`config.mk`:
```
export PLATFORM = sky130hd
export DESIGN_NAME = alu_reservation_station_flat
export DESIGN_NICKNAME = d
export VERILOG_FILES = /design/src/rtl/alu_reservation_station_if.sv /design/src/rtl/alu_reservation_station.sv /design/src/flat_wrapper.sv
export SDC_FILE = /design/constraint.sdc
export NUM_CORES = 2
export LEC_CHECK = 0
export CAP_MARGIN = 40
export CELL_PAD_IN_SITES_DETAIL_PLACEMENT = 1
export CELL_PAD_IN_SITES_GLOBAL_PLACEMENT = 2
export CORE_MARGIN = 2
export CORE_UTILIZATION = 30
export CTS_BUF_LIST = sky130_fd_sc_hd__clkbuf_2 sky130_fd_sc_hd__clkbuf_4 sky130_fd_sc_hd__clkbuf_8
export DETAILED_ROUTE_END_ITERATION = 8
export PLACE_DENSITY = 0.63
export SYNTH_ARGS = -nofsm -noshare
export SYNTH_HDL_FRONTEND = slang
export SYNTH_SLANG_ARGS = --single-unit
export TNS_END_PERCENT = 30
```
`constraint.sdc`:
```
create_clock -name clk_in -period 6.1 [get_ports clk_in]
set_input_delay 1.22 -clock clk_in [delete_from_list [all_inputs] [get_ports clk_in]]
set_output_delay 1.22 -clock clk_in [all_outputs]
set_load 0.005 [all_outputs]
```
`src/rtl/alu_reservation_station_if.sv`:
```
// -----------------------------------------------------------------------------
// alu_reservation_station_if
// Bundles the dispatch, broadcast and ALU-request buses of the ALU reservation
// station.
//   master : drives dispatch and broadcast buses, observes full_out and the
//            ALU request (dispatcher / ALU / LSB side, or a testbench)
//   slave  : the reservation station itself
// Signals:
//   dsp_*        dispatch request, operands, producer tags, destination tag
//   full_out     no free entry
//   alu_bc_*     ALU result broadcast
//   lsb_bc_*     load/store buffer result broadcast
//   alu_*_out    issued micro-op towards the combinational ALU
// -----------------------------------------------------------------------------
interface alu_reservation_station_if #(
    parameter int OP_W      = 6,
    parameter int ROB_TAG_W = 4
);
    logic                 dsp_valid_in;
    logic [OP_W-1:0]      dsp_op_in;
    logic [31:0]          dsp_imm_in;
    logic [31:0]          dsp_pc_in;
    logic [31:0]          dsp_rs1val_in;
    logic [ROB_TAG_W-1:0] dsp_rs1tag_in;
    logic [31:0]          dsp_rs2val_in;
    logic [ROB_TAG_W-1:0] dsp_rs2tag_in;
    logic [ROB_TAG_W-1:0] dsp_dest_in;
    logic                 full_out;

    logic                 alu_bc_signal_in;
    logic [31:0]          alu_bc_result_in;
    logic [ROB_TAG_W-1:0] alu_bc_tag_in;
    logic                 lsb_bc_signal_in;
    logic [31:0]          lsb_bc_result_in;
    logic [ROB_TAG_W-1:0] lsb_bc_tag_in;

    logic                 alu_calculate_signal_out;
    logic [OP_W-1:0]      alu_op_out;
    logic [31:0]          alu_imm_out;
    logic [31:0]          alu_pc_out;
    logic [31:0]          alu_rs1val_out;
    logic [31:0]          alu_rs2val_out;
    logic [ROB_TAG_W-1:0] alu_dest_out;

    modport master (
        output dsp_valid_in, dsp_op_in, dsp_imm_in, dsp_pc_in,
               dsp_rs1val_in, dsp_rs1tag_in, dsp_rs2val_in, dsp_rs2tag_in,
               dsp_dest_in,
               alu_bc_signal_in, alu_bc_result_in, alu_bc_tag_in,
               lsb_bc_signal_in, lsb_bc_result_in, lsb_bc_tag_in,
        input  full_out,
               alu_calculate_signal_out, alu_op_out, alu_imm_out, alu_pc_out,
               alu_rs1val_out, alu_rs2val_out, alu_dest_out
    );

    modport slave (
        input  dsp_valid_in, dsp_op_in, dsp_imm_in, dsp_pc_in,
               dsp_rs1val_in, dsp_rs1tag_in, dsp_rs2val_in, dsp_rs2tag_in,
               dsp_dest_in,
               alu_bc_signal_in, alu_bc_result_in, alu_bc_tag_in,
               lsb_bc_signal_in, lsb_bc_result_in, lsb_bc_tag_in,
        output full_out,
               alu_calculate_signal_out, alu_op_out, alu_imm_out, alu_pc_out,
               alu_rs1val_out, alu_rs2val_out, alu_dest_out
    );
endinterface

```
`src/rtl/alu_reservation_station.sv`:
```
// -----------------------------------------------------------------------------
// alu_reservation_station
// Holds dispatched ALU-class micro-ops until both source operands are known,
// then issues the lowest-index ready entry (one per cycle) to the ALU.
// Ports:
//   clk_in           clock
//   rst_in           synchronous active-high reset
//   rdy_in           global ready, low freezes the block
//   rob_rollback_in  misprediction flush, empties the station
//   bus              alu_reservation_station_if.slave (dispatch, broadcasts,
//                    full_out, ALU request)
// Build option:
//   RS_WAKEUP_BYPASS_EN  entries whose outstanding tags are all satisfied by the
//                        current broadcasts may issue at that same edge, with
//                        the broadcast values substituted.
// -----------------------------------------------------------------------------
module alu_reservation_station #(
    parameter int RS_SIZE   = 16,
    parameter int ROB_TAG_W = 4,
    parameter int OP_W      = 6
) (
    input  logic                      clk_in,
    input  logic                      rst_in,
    input  logic                      rdy_in,
    input  logic                      rob_rollback_in,
    alu_reservation_station_if.slave  bus
);
    localparam int IDX_W = (RS_SIZE > 1) ? $clog2(RS_SIZE) : 1;
    localparam int CNT_W = $clog2(RS_SIZE + 1);

    logic                 r_busy [RS_SIZE];
    logic [OP_W-1:0]      r_op   [RS_SIZE];
    logic [31:0]          r_imm  [RS_SIZE];
    logic [31:0]          r_pc   [RS_SIZE];
    logic [31:0]          r_vj   [RS_SIZE];
    logic [ROB_TAG_W-1:0] r_qj   [RS_SIZE];
    logic [31:0]          r_vk   [RS_SIZE];
    logic [ROB_TAG_W-1:0] r_qk   [RS_SIZE];
    logic [ROB_TAG_W-1:0] r_dest [RS_SIZE];
    logic [CNT_W-1:0]     r_count;

    logic                 r_calc;
    logic [OP_W-1:0]      r_op_o;
    logic [31:0]          r_imm_o;
    logic [31:0]          r_pc_o;
    logic [31:0]          r_rs1_o;
    logic [31:0]          r_rs2_o;
    logic [ROB_TAG_W-1:0] r_dest_o;

    logic                 w_j_hit [RS_SIZE];
    logic                 w_k_hit [RS_SIZE];
    logic [31:0]          w_vj_bc [RS_SIZE];
    logic [31:0]          w_vk_bc [RS_SIZE];
    logic                 w_ready [RS_SIZE];
    logic                 w_free_found;
    logic [IDX_W-1:0]     w_free_idx;
    logic                 w_sel_found;
    logic [IDX_W-1:0]     w_sel_idx;
    logic                 w_full;
    logic                 w_accept;
    logic [31:0]          w_iss_vj;
    logic [31:0]          w_iss_vk;
    logic [31:0]          w_dsp_vj;
    logic [ROB_TAG_W-1:0] w_dsp_qj;
    logic [31:0]          w_dsp_vk;
    logic [ROB_TAG_W-1:0] w_dsp_qk;

    assign w_full   = (r_count == CNT_W'(RS_SIZE));
    assign w_accept = bus.dsp_valid_in && !w_full && w_free_found;

    // Per-entry broadcast match; tag 0 never matches since it means "no wait".
    always_comb begin
        for (int i = 0; i < RS_SIZE; i++) begin
            w_j_hit[i] = (r_qj[i] != '0) &&
                         ((bus.alu_bc_signal_in && r_qj[i] == bus.alu_bc_tag_in) ||
                          (bus.lsb_bc_signal_in && r_qj[i] == bus.lsb_bc_tag_in));
            w_k_hit[i] = (r_qk[i] != '0) &&
                         ((bus.alu_bc_signal_in && r_qk[i] == bus.alu_bc_tag_in) ||
                          (bus.lsb_bc_signal_in && r_qk[i] == bus.lsb_bc_tag_in));
            w_vj_bc[i] = (bus.alu_bc_signal_in && r_qj[i] == bus.alu_bc_tag_in) ?
                         bus.alu_bc_result_in : bus.lsb_bc_result_in;
            w_vk_bc[i] = (bus.alu_bc_signal_in && r_qk[i] == bus.alu_bc_tag_in) ?
                         bus.alu_bc_result_in : bus.lsb_bc_result_in;
`ifdef RS_WAKEUP_BYPASS_EN
            w_ready[i] = r_busy[i] && (r_qj[i] == '0 || w_j_hit[i]) &&
                                      (r_qk[i] == '0 || w_k_hit[i]);
`else
            w_ready[i] = r_busy[i] && (r_qj[i] == '0) && (r_qk[i] == '0);
`endif
        end
    end

    // Lowest-index search: scanning downwards leaves the smallest match last.
    always_comb begin
        w_free_found = 1'b0;
        w_free_idx   = '0;
        w_sel_found  = 1'b0;
        w_sel_idx    = '0;
        for (int i = RS_SIZE - 1; i >= 0; i--) begin
            if (!r_busy[i]) begin
                w_free_found = 1'b1;
                w_free_idx   = IDX_W'(i);
            end
            if (w_ready[i]) begin
                w_sel_found = 1'b1;
                w_sel_idx   = IDX_W'(i);
            end
        end
    end

    always_comb begin
`ifdef RS_WAKEUP_BYPASS_EN
        w_iss_vj = (r_qj[w_sel_idx] == '0) ? r_vj[w_sel_idx] : w_vj_bc[w_sel_idx];
        w_iss_vk = (r_qk[w_sel_idx] == '0) ? r_vk[w_sel_idx] : w_vk_bc[w_sel_idx];
`else
        w_iss_vj = r_vj[w_sel_idx];
        w_iss_vk = r_vk[w_sel_idx];
`endif
    end

    // Dispatch-time forwarding from either broadcast bus.
    always_comb begin
        w_dsp_vj = bus.dsp_rs1val_in;
        w_dsp_qj = bus.dsp_rs1tag_in;
        w_dsp_vk = bus.dsp_rs2val_in;
        w_dsp_qk = bus.dsp_rs2tag_in;
        if (bus.dsp_rs1tag_in != '0) begin
            if (bus.alu_bc_signal_in && bus.alu_bc_tag_in == bus.dsp_rs1tag_in) begin
                w_dsp_vj = bus.alu_bc_result_in;
                w_dsp_qj = '0;
            end else if (bus.lsb_bc_signal_in && bus.lsb_bc_tag_in == bus.dsp_rs1tag_in) begin
                w_dsp_vj = bus.lsb_bc_result_in;
                w_dsp_qj = '0;
            end
        end
        if (bus.dsp_rs2tag_in != '0) begin
            if (bus.alu_bc_signal_in && bus.alu_bc_tag_in == bus.dsp_rs2tag_in) begin
                w_dsp_vk = bus.alu_bc_result_in;
                w_dsp_qk = '0;
            end else if (bus.lsb_bc_signal_in && bus.lsb_bc_tag_in == bus.dsp_rs2tag_in) begin
                w_dsp_vk = bus.lsb_bc_result_in;
                w_dsp_qk = '0;
            end
        end
    end

    always_ff @(posedge clk_in) begin
        if (rst_in) begin
            for (int i = 0; i < RS_SIZE; i++) r_busy[i] <= 1'b0;
            r_count  <= '0;
            r_calc   <= 1'b0;
            r_op_o   <= '0;
            r_imm_o  <= '0;
            r_pc_o   <= '0;
            r_rs1_o  <= '0;
            r_rs2_o  <= '0;
            r_dest_o <= '0;
        end else if (rob_rollback_in) begin
            for (int i = 0; i < RS_SIZE; i++) r_busy[i] <= 1'b0;
            r_count <= '0;
            r_calc  <= 1'b0;
        end else if (!rdy_in) begin
            r_calc <= 1'b0;
        end else begin
            for (int i = 0; i < RS_SIZE; i++) begin
                if (r_busy[i] && w_j_hit[i]) begin
                    r_vj[i] <= w_vj_bc[i];
                    r_qj[i] <= '0;
                end
                if (r_busy[i] && w_k_hit[i]) begin
                    r_vk[i] <= w_vk_bc[i];
                    r_qk[i] <= '0;
                end
            end

            r_calc <= w_sel_found;
            if (w_sel_found) begin
                r_op_o            <= r_op[w_sel_idx];
                r_imm_o           <= r_imm[w_sel_idx];
                r_pc_o            <= r_pc[w_sel_idx];
                r_rs1_o           <= w_iss_vj;
                r_rs2_o           <= w_iss_vk;
                r_dest_o          <= r_dest[w_sel_idx];
                r_busy[w_sel_idx] <= 1'b0;
            end

            // The free slot comes from pre-edge busy bits, so it can never be
            // the entry being issued at this edge.
            if (w_accept) begin
                r_busy[w_free_idx] <= 1'b1;
                r_op[w_free_idx]   <= bus.dsp_op_in;
                r_imm[w_free_idx]  <= bus.dsp_imm_in;
                r_pc[w_free_idx]   <= bus.dsp_pc_in;
                r_vj[w_free_idx]   <= w_dsp_vj;
                r_qj[w_free_idx]   <= w_dsp_qj;
                r_vk[w_free_idx]   <= w_dsp_vk;
                r_qk[w_free_idx]   <= w_dsp_qk;
                r_dest[w_free_idx] <= bus.dsp_dest_in;
            end

            r_count <= r_count + CNT_W'(w_accept) - CNT_W'(w_sel_found);
        end
    end

    assign bus.full_out                 = w_full;
    assign bus.alu_calculate_signal_out = r_calc;
    assign bus.alu_op_out               = r_op_o;
    assign bus.alu_imm_out              = r_imm_o;
    assign bus.alu_pc_out               = r_pc_o;
    assign bus.alu_rs1val_out           = r_rs1_o;
    assign bus.alu_rs2val_out           = r_rs2_o;
    assign bus.alu_dest_out             = r_dest_o;

endmodule
```
`src/flat_wrapper.sv`:
```
// flat-port wrapper written by rule: the top's interface ports become plain ports
module alu_reservation_station_flat 
#(
    parameter int RS_SIZE   = 16,
    parameter int ROB_TAG_W = 4,
    parameter int OP_W      = 6
)
  (clk_in, rst_in, rdy_in, rob_rollback_in, bus_dsp_valid_in, bus_dsp_op_in, bus_dsp_imm_in, bus_dsp_pc_in, bus_dsp_rs1val_in, bus_dsp_rs1tag_in, bus_dsp_rs2val_in, bus_dsp_rs2tag_in, bus_dsp_dest_in, bus_alu_bc_signal_in, bus_alu_bc_result_in, bus_alu_bc_tag_in, bus_lsb_bc_signal_in, bus_lsb_bc_result_in, bus_lsb_bc_tag_in, bus_full_out, bus_alu_calculate_signal_out, bus_alu_op_out, bus_alu_imm_out, bus_alu_pc_out, bus_alu_rs1val_out, bus_alu_rs2val_out, bus_alu_dest_out);
  alu_reservation_station_if #(.OP_W(OP_W), .ROB_TAG_W(ROB_TAG_W)) bus_i ();
  input  logic clk_in;
  input  logic rst_in;
  input  logic rdy_in;
  input  logic rob_rollback_in;
  input wire logic [$bits(bus_i.dsp_valid_in)-1:0] bus_dsp_valid_in;
  input wire logic [$bits(bus_i.dsp_op_in)-1:0] bus_dsp_op_in;
  input wire logic [$bits(bus_i.dsp_imm_in)-1:0] bus_dsp_imm_in;
  input wire logic [$bits(bus_i.dsp_pc_in)-1:0] bus_dsp_pc_in;
  input wire logic [$bits(bus_i.dsp_rs1val_in)-1:0] bus_dsp_rs1val_in;
  input wire logic [$bits(bus_i.dsp_rs1tag_in)-1:0] bus_dsp_rs1tag_in;
  input wire logic [$bits(bus_i.dsp_rs2val_in)-1:0] bus_dsp_rs2val_in;
  input wire logic [$bits(bus_i.dsp_rs2tag_in)-1:0] bus_dsp_rs2tag_in;
  input wire logic [$bits(bus_i.dsp_dest_in)-1:0] bus_dsp_dest_in;
  input wire logic [$bits(bus_i.alu_bc_signal_in)-1:0] bus_alu_bc_signal_in;
  input wire logic [$bits(bus_i.alu_bc_result_in)-1:0] bus_alu_bc_result_in;
  input wire logic [$bits(bus_i.alu_bc_tag_in)-1:0] bus_alu_bc_tag_in;
  input wire logic [$bits(bus_i.lsb_bc_signal_in)-1:0] bus_lsb_bc_signal_in;
  input wire logic [$bits(bus_i.lsb_bc_result_in)-1:0] bus_lsb_bc_result_in;
  input wire logic [$bits(bus_i.lsb_bc_tag_in)-1:0] bus_lsb_bc_tag_in;
  output wire logic [$bits(bus_i.full_out)-1:0] bus_full_out;
  output wire logic [$bits(bus_i.alu_calculate_signal_out)-1:0] bus_alu_calculate_signal_out;
  output wire logic [$bits(bus_i.alu_op_out)-1:0] bus_alu_op_out;
  output wire logic [$bits(bus_i.alu_imm_out)-1:0] bus_alu_imm_out;
  output wire logic [$bits(bus_i.alu_pc_out)-1:0] bus_alu_pc_out;
  output wire logic [$bits(bus_i.alu_rs1val_out)-1:0] bus_alu_rs1val_out;
  output wire logic [$bits(bus_i.alu_rs2val_out)-1:0] bus_alu_rs2val_out;
  output wire logic [$bits(bus_i.alu_dest_out)-1:0] bus_alu_dest_out;
  assign bus_i.dsp_valid_in = bus_dsp_valid_in;
  assign bus_i.dsp_op_in = bus_dsp_op_in;
  assign bus_i.dsp_imm_in = bus_dsp_imm_in;
  assign bus_i.dsp_pc_in = bus_dsp_pc_in;
  assign bus_i.dsp_rs1val_in = bus_dsp_rs1val_in;
  assign bus_i.dsp_rs1tag_in = bus_dsp_rs1tag_in;
  assign bus_i.dsp_rs2val_in = bus_dsp_rs2val_in;
  assign bus_i.dsp_rs2tag_in = bus_dsp_rs2tag_in;
  assign bus_i.dsp_dest_in = bus_dsp_dest_in;
  assign bus_i.alu_bc_signal_in = bus_alu_bc_signal_in;
  assign bus_i.alu_bc_result_in = bus_alu_bc_result_in;
  assign bus_i.alu_bc_tag_in = bus_alu_bc_tag_in;
  assign bus_i.lsb_bc_signal_in = bus_lsb_bc_signal_in;
  assign bus_i.lsb_bc_result_in = bus_lsb_bc_result_in;
  assign bus_i.lsb_bc_tag_in = bus_lsb_bc_tag_in;
  assign bus_full_out = bus_i.full_out;
  assign bus_alu_calculate_signal_out = bus_i.alu_calculate_signal_out;
  assign bus_alu_op_out = bus_i.alu_op_out;
  assign bus_alu_imm_out = bus_i.alu_imm_out;
  assign bus_alu_pc_out = bus_i.alu_pc_out;
  assign bus_alu_rs1val_out = bus_i.alu_rs1val_out;
  assign bus_alu_rs2val_out = bus_i.alu_rs2val_out;
  assign bus_alu_dest_out = bus_i.alu_dest_out;
  alu_reservation_station #(.RS_SIZE(RS_SIZE), .ROB_TAG_W(ROB_TAG_W), .OP_W(OP_W)) u_core (.clk_in(clk_in), .rst_in(rst_in), .rdy_in(rdy_in), .rob_rollback_in(rob_rollback_in), .bus(bus_i));
endmodule
```
* Word level (Yosys, flattened, before mapping) *
Memory sizes are Yosys's and may differ from the RTL's. A register that Yosys moved wholly into a read port is not among the register bits.
Cells that the tools add are included.
W data, S select, Z words.

cells by class
  $add $sub $neg = 2
  bitwise gates (word level) = 18
  reduce and logical (&&, ||, !) cells = 270
  equal/unequal tests = 69
  muxes and demuxes = 305

operators with widths
  kind                  count
  $mux W32              38
  $eq A4 B4 Y1          68
  $mux W1               227
  $logic_and A1 B1 Y1   166
  $mux W4               40
  $reduce_bool A4 Y1    34
  $logic_not A4 Y1      32
  $logic_or A1 B1 Y1    32
  $or A1 B1 Y1          16
  $add A5 B1 Y5         1
  $eq A5 B5 Y1 const B  1
  $sub A5 B1 Y5         1
  $reduce_and A3 Y1     1
  $reduce_or A3 Y1      1
  $not A1 Y1            2
  $reduce_or A1 Y1      2
  $reduce_or A2 Y1      1
  $logic_not A1 Y1      1

storage, ports and cells
  memories = 9
  register bits = 6
  input port bits = 225
  RAM bits = 2352
  logic and storage cells = 675

memory list
  memory         depth  width  rd ports  clocked after Yosys merged registers in  write ports  RTL line                       source
  u_core.r_imm   16     32     1         1                                        1            alu_reservation_station.sv:33  logic [31:0] r_imm [RS_SIZE];
  u_core.r_pc    16     32     1         1                                        1            alu_reservation_station.sv:34  logic [31:0] r_pc [RS_SIZE];
  u_core.r_vj    16     32     1         1                                        17           alu_reservation_station.sv:35  logic [31:0] r_vj [RS_SIZE];
  u_core.r_vk    16     32     1         1                                        17           alu_reservation_station.sv:37  logic [31:0] r_vk [RS_SIZE];
  u_core.r_op    16     6      1         1                                        1            alu_reservation_station.sv:32  logic [OP_W-1:0] r_op [RS_SIZE];
  u_core.r_dest  16     4      1         1                                        1            alu_reservation_station.sv:39  logic [ROB_TAG_W-1:0] r_dest [RS_SIZE];
  +3 memories    -      -      -         -                                        -            -

* Depth between registers and ports, before layout *
  word-level depth = 26
  gate-level depth with buffers = 16
  mapped depth without buffers = 16

* Worst setup path after synthesis *
No wires, ideal clock.

  path kind = input -> register
  start = input port bus_alu_bc_tag_in[0]
  end = memory u_core.r_qj[5][0], enable pin
  path slack = -0.458 ns
  library setup time = 0.484 ns
  arrival time = 6.074 ns
  required time = 5.616 ns
  stages on the path = 7
  cell sequence = clkbuf_1 clkbuf_1 xor2_1 nor4_1 clkbuf_1 a31oi_1 o31ai_1

RTL lines
  what                RTL line                       source
  start: declaration  flat_wrapper.sv:25             input wire logic [$bits(bus_i.alu_bc_tag_in)-1:0] bus_alu_bc_tag_in;
  end: declaration    alu_reservation_station.sv:36  logic [ROB_TAG_W-1:0] r_qj [RS_SIZE];

==> summary.txt <==
CTS
  – Clock Latency Late Sink: 1.21 ns
  – Post-CTS setup buffers: 0
  – # H-tree levels: 5
  – Longest Clk Path Bufs: 4
  – Clock Sink Count: 2,496
  – CTS Buf Count: 442
  – CTS clk-pin slew, worst paths: 0.06 ns
  – Root buf cell: clkbuf_8
  – CTS tree: done
  – Post-CTS Resized: 0
  – Hold Buf Count CTS: 0

Critical path
  – CP peak stage delay: between 0.6 and 0.7 ns
  – CP Capture Type: flip-flop
  – CP Cell Sequence: nor4_1, nand3_1, nand4_1, nor2_2, a211o_4, buf_4, buf_4, a221o_1, a221oi_1, o2111ai_1, a211oi_1, o21ai_1
  – Critical-path top delay cell: nor4_1
  – Data required, critical path: about 7 ns
  – Startpoint types: flip-flop
  – Most common cell on crit path: buf_4
  – Worst R2R Path Depth: 12
  – CP max FO: 26
  – Critical Path AT: 5.77 ns
  – Worst setup path category: reg -> reg

Global route
  – Vias in the first global route: 93,404
  – GRT Util Overall: 0.2809
  – GR Overflow Total: 0
  – First-pass GRT wire length: 788.0 mm
  – Largest net degree at the start of global routing: 106
  – Initial antenna violation count: 41

Finish
  – Layout cells sized above 1: 0.1386
  – Cell Count, Final, Fillers Out: 15,426
  – Commonest non-fill, non-tap cell in the layout: edfxtp_1
  – Area Growth Syn to Fin: 18.01%
  – Design area: 0.1408 mm2
  – Most frequent cells in the layout: 2,336 x edfxtp_1, 1,322 x mux2i_1, 972 x nand2_1
  – Fillcell total: 41,848
  – Fin nets: 10,019

Logic synthesis
  – Synthesized area per cell: 12.43 um2
  – Synth Cell Area: 0.1193 mm2
  – Mapped Nets: 9,830
  – EDFF count, synth: 2,336
  – Distinct cell type count after synthesis: 90
  – Synth warn: 0
  – Yosys reg bits: around 2,500
  – Seq/Total Area, Yosys: 0.6149
  – FFs w/ async S/R, synth: 0
  – Synth Flop Type: edfxtp_1
  – Syn Inst Count: 9,598

STA
  – Total negative setup slack: 0 ns
  – Final Slew Violations: 0
  – Clock Skews: 0.1087 ns
  – Final setup viols: 0
  – Fmax: 0.2106 GHz
  – Crit path time final: 4.748 ns
  – Slew HR: 0.3615
  – RSZ-0062 raised after global routing: false
  – Slew of the pin with the lowest slew margin: 0.9577 ns
  – Hold Fails Final Rpt: 0
  – Hold WS: 0.4910 ns
  – Final period util: 0.7784

Die
  – Chip width: 634.6 um
  – Die area: 0.4027 mm2
  – Die height: 634.6 um
  – Initial Utilization: 0.3013
  – Core Area: 0.3960 mm2
  – Top Ports: roughly 370
  – Std cell rows: roughly 230

Routing
  – Vias per cell: about 6.0
  – DRT iter0 DRCs: 10,554
  – Vias: 91,905
  – DRT Wirelength: 582.7 mm
  – # DRC: 0
  – DRT antenna net count: 0
  – Detailed Routing Iterations Pass 1: 8
  – DR WL/cell: 37.77 um

Hold path
  – Hold path cells: 2
  – Worst hold path type: reg -> reg

Placement
  – Post-Place Cell Area: 0.1314 mm2
  – Final Wtd Congestion: 0.8450
  – Placed insts: about 15,000
  – Buffers on Ports: around 360
  – Estimated wirelength of the detail-placed design: 332.3 mm

Job
  – Max-cap violations: 0

Power
  – Peak supply drop: 0.1831 mV
  – Pleak: between 0.04 and 0.05 uW
  – Pwr dens: 266.8 mW/mm2

Outcome
  – Status: complete, no violations
flip-flops by register name, summed over array words and instances (netlist names):
register                             cells
u_core.bus.alu_pc_out                   32
u_core.r_dest                           64
u_core.r_imm                           512
u_core.bus.alu_imm_out                  32
u_core.bus.alu_op_out                    6
u_core.bus.alu_calculate_signal_out      1
u_core.r_pc                            512
u_core.r_vk                            512
u_core.r_vj                            512
u_core.r_busy                           16
u_core.r_op                             96
u_core.r_count                           5
u_core.bus.alu_dest_out                  4
u_core.r_qj                             64
u_core.bus.alu_rs1val_out               32
u_core.bus.alu_rs2val_out               32
u_core.r_qk                             64
kinds of logic (layout without fill, tap and decap cells):
family                   count (synthesis)  in the layout  synth area share
AO/OA/AOI/OAI                         2552           2552            0.1482
flip-flops                            2496           2496            0.6149
AND/OR/NAND/NOR                       1854           1854           0.06632
multiplexers                          1329           1329            0.1116
buffers and inverters                 1084           1652           0.03796
XOR/XNOR                               276            276           0.02026
adder cells (fa/ha/maj)                  7              7         0.0007971
other                                    0             18                 0
power breakdown:
group | internal [uW] | total, uW | switching [uW] | leakage (uW)
combinational | 658 | 2110 | 1450 | 0.0162
sequential | 18700 | 18800 | 17.3 | 0.0222
clock | 8980 | 16700 | 7700 | 0.00496
total | 28400 | 37600 | 9170 | 0.0434
stage by stage:
| stage | total power (uW) | util | worst slack (ns) |
|---|---|---|---|
| global route | 38580 | 0.3554 | 1.109 |
| detailed placement | 21190 | 0.3319 | 0.9927 |
| floorplan | 20200 | - | -0.3724 |
| finish | 37560 | 0.3555 | 1.352 |
| CTS | 37720 | 0.3553 | 1.290 |
| global placement | 21100 | 0.3301 | 1.004 |
worst max-delay path, delay by kind of cell, from the launching register on:
kind                   cells  cell delay [ns]
buffers and inverters      2             0.71
AOI/OAI and AO/OA          6             1.78
DFF                        1             0.46
and+or+nand+nor            4             1.59
path summary, 6_finish.rpt:
kind / from / endpoint / slack (ns)
hold / removal: u_core.r_count[3]$_SDFFE_PP0P_ / u_core.r_count[3]$_SDFFE_PP0P_ / 0.49
setup reg to reg: u_core.r_qk[4][1]$_SDFFCE_PN0P_ / u_core.bus.alu_imm_out[20]$_SDFFE_PP0P_ / 1.35
setup / recovery: u_core.r_qk[4][1]$_SDFFCE_PN0P_ / u_core.bus.alu_imm_out[20]$_SDFFE_PP0P_ / 1.35
hold reg to reg: u_core.r_count[3]$_SDFFE_PP0P_ / u_core.r_count[3]$_SDFFE_PP0P_ / 0.49
cell usage after synthesis (123+ instances only):
cell type / number / area share
edfxtp_1: 2336 / 0.59
mux2i_1: 1322 / 0.11
nand2_1: 979 / 0.031
clkbuf_1: 740 / 0.023
o21ai_0: 707 / 0.030
nor2_1: 502 / 0.016
a21oi_1: 333 / 0.014
a22oi_1: 253 / 0.016
xor2_1: 205 / 0.015
a221o_1: 171 / 0.014
a221oi_1: 160 / 0.012
dfxtp_1: 160 / 0.027
buf_2: 145 / 0.0061
o22a_1: 128 / 0.0094
nand3_1: 123 / 0.0052
area by class of cell:
cell class,instances,area (um2),share of cell area
Clock inverter,129,910.9,0.006470
Sequential cell,2496,73350,0.5211
Timing Repair Buffer,800,9047,0.06427
Inverter,29,198.9,0.001413
Multi-Input combinational cell,6018,42310,0.3005
Clock buffer,694,8357,0.05936
Tap cell,5242,6559,0.04659
Antenna cell,18,45.04,0.0003200
routing by layer:
layer / vias to the layer above / GRT usage / part of all wire
met1: 48540 / 0.3565 / 0.40
met3: 1322 / 0.04692 / 0.076
met5: - / 0 / 0.00023
li1: 37275 / - / -
met4: 20 / 0.1475 / 0.059
met2: 4748 / 0.4591 / 0.47
Power figures use the tool's default switching activity.
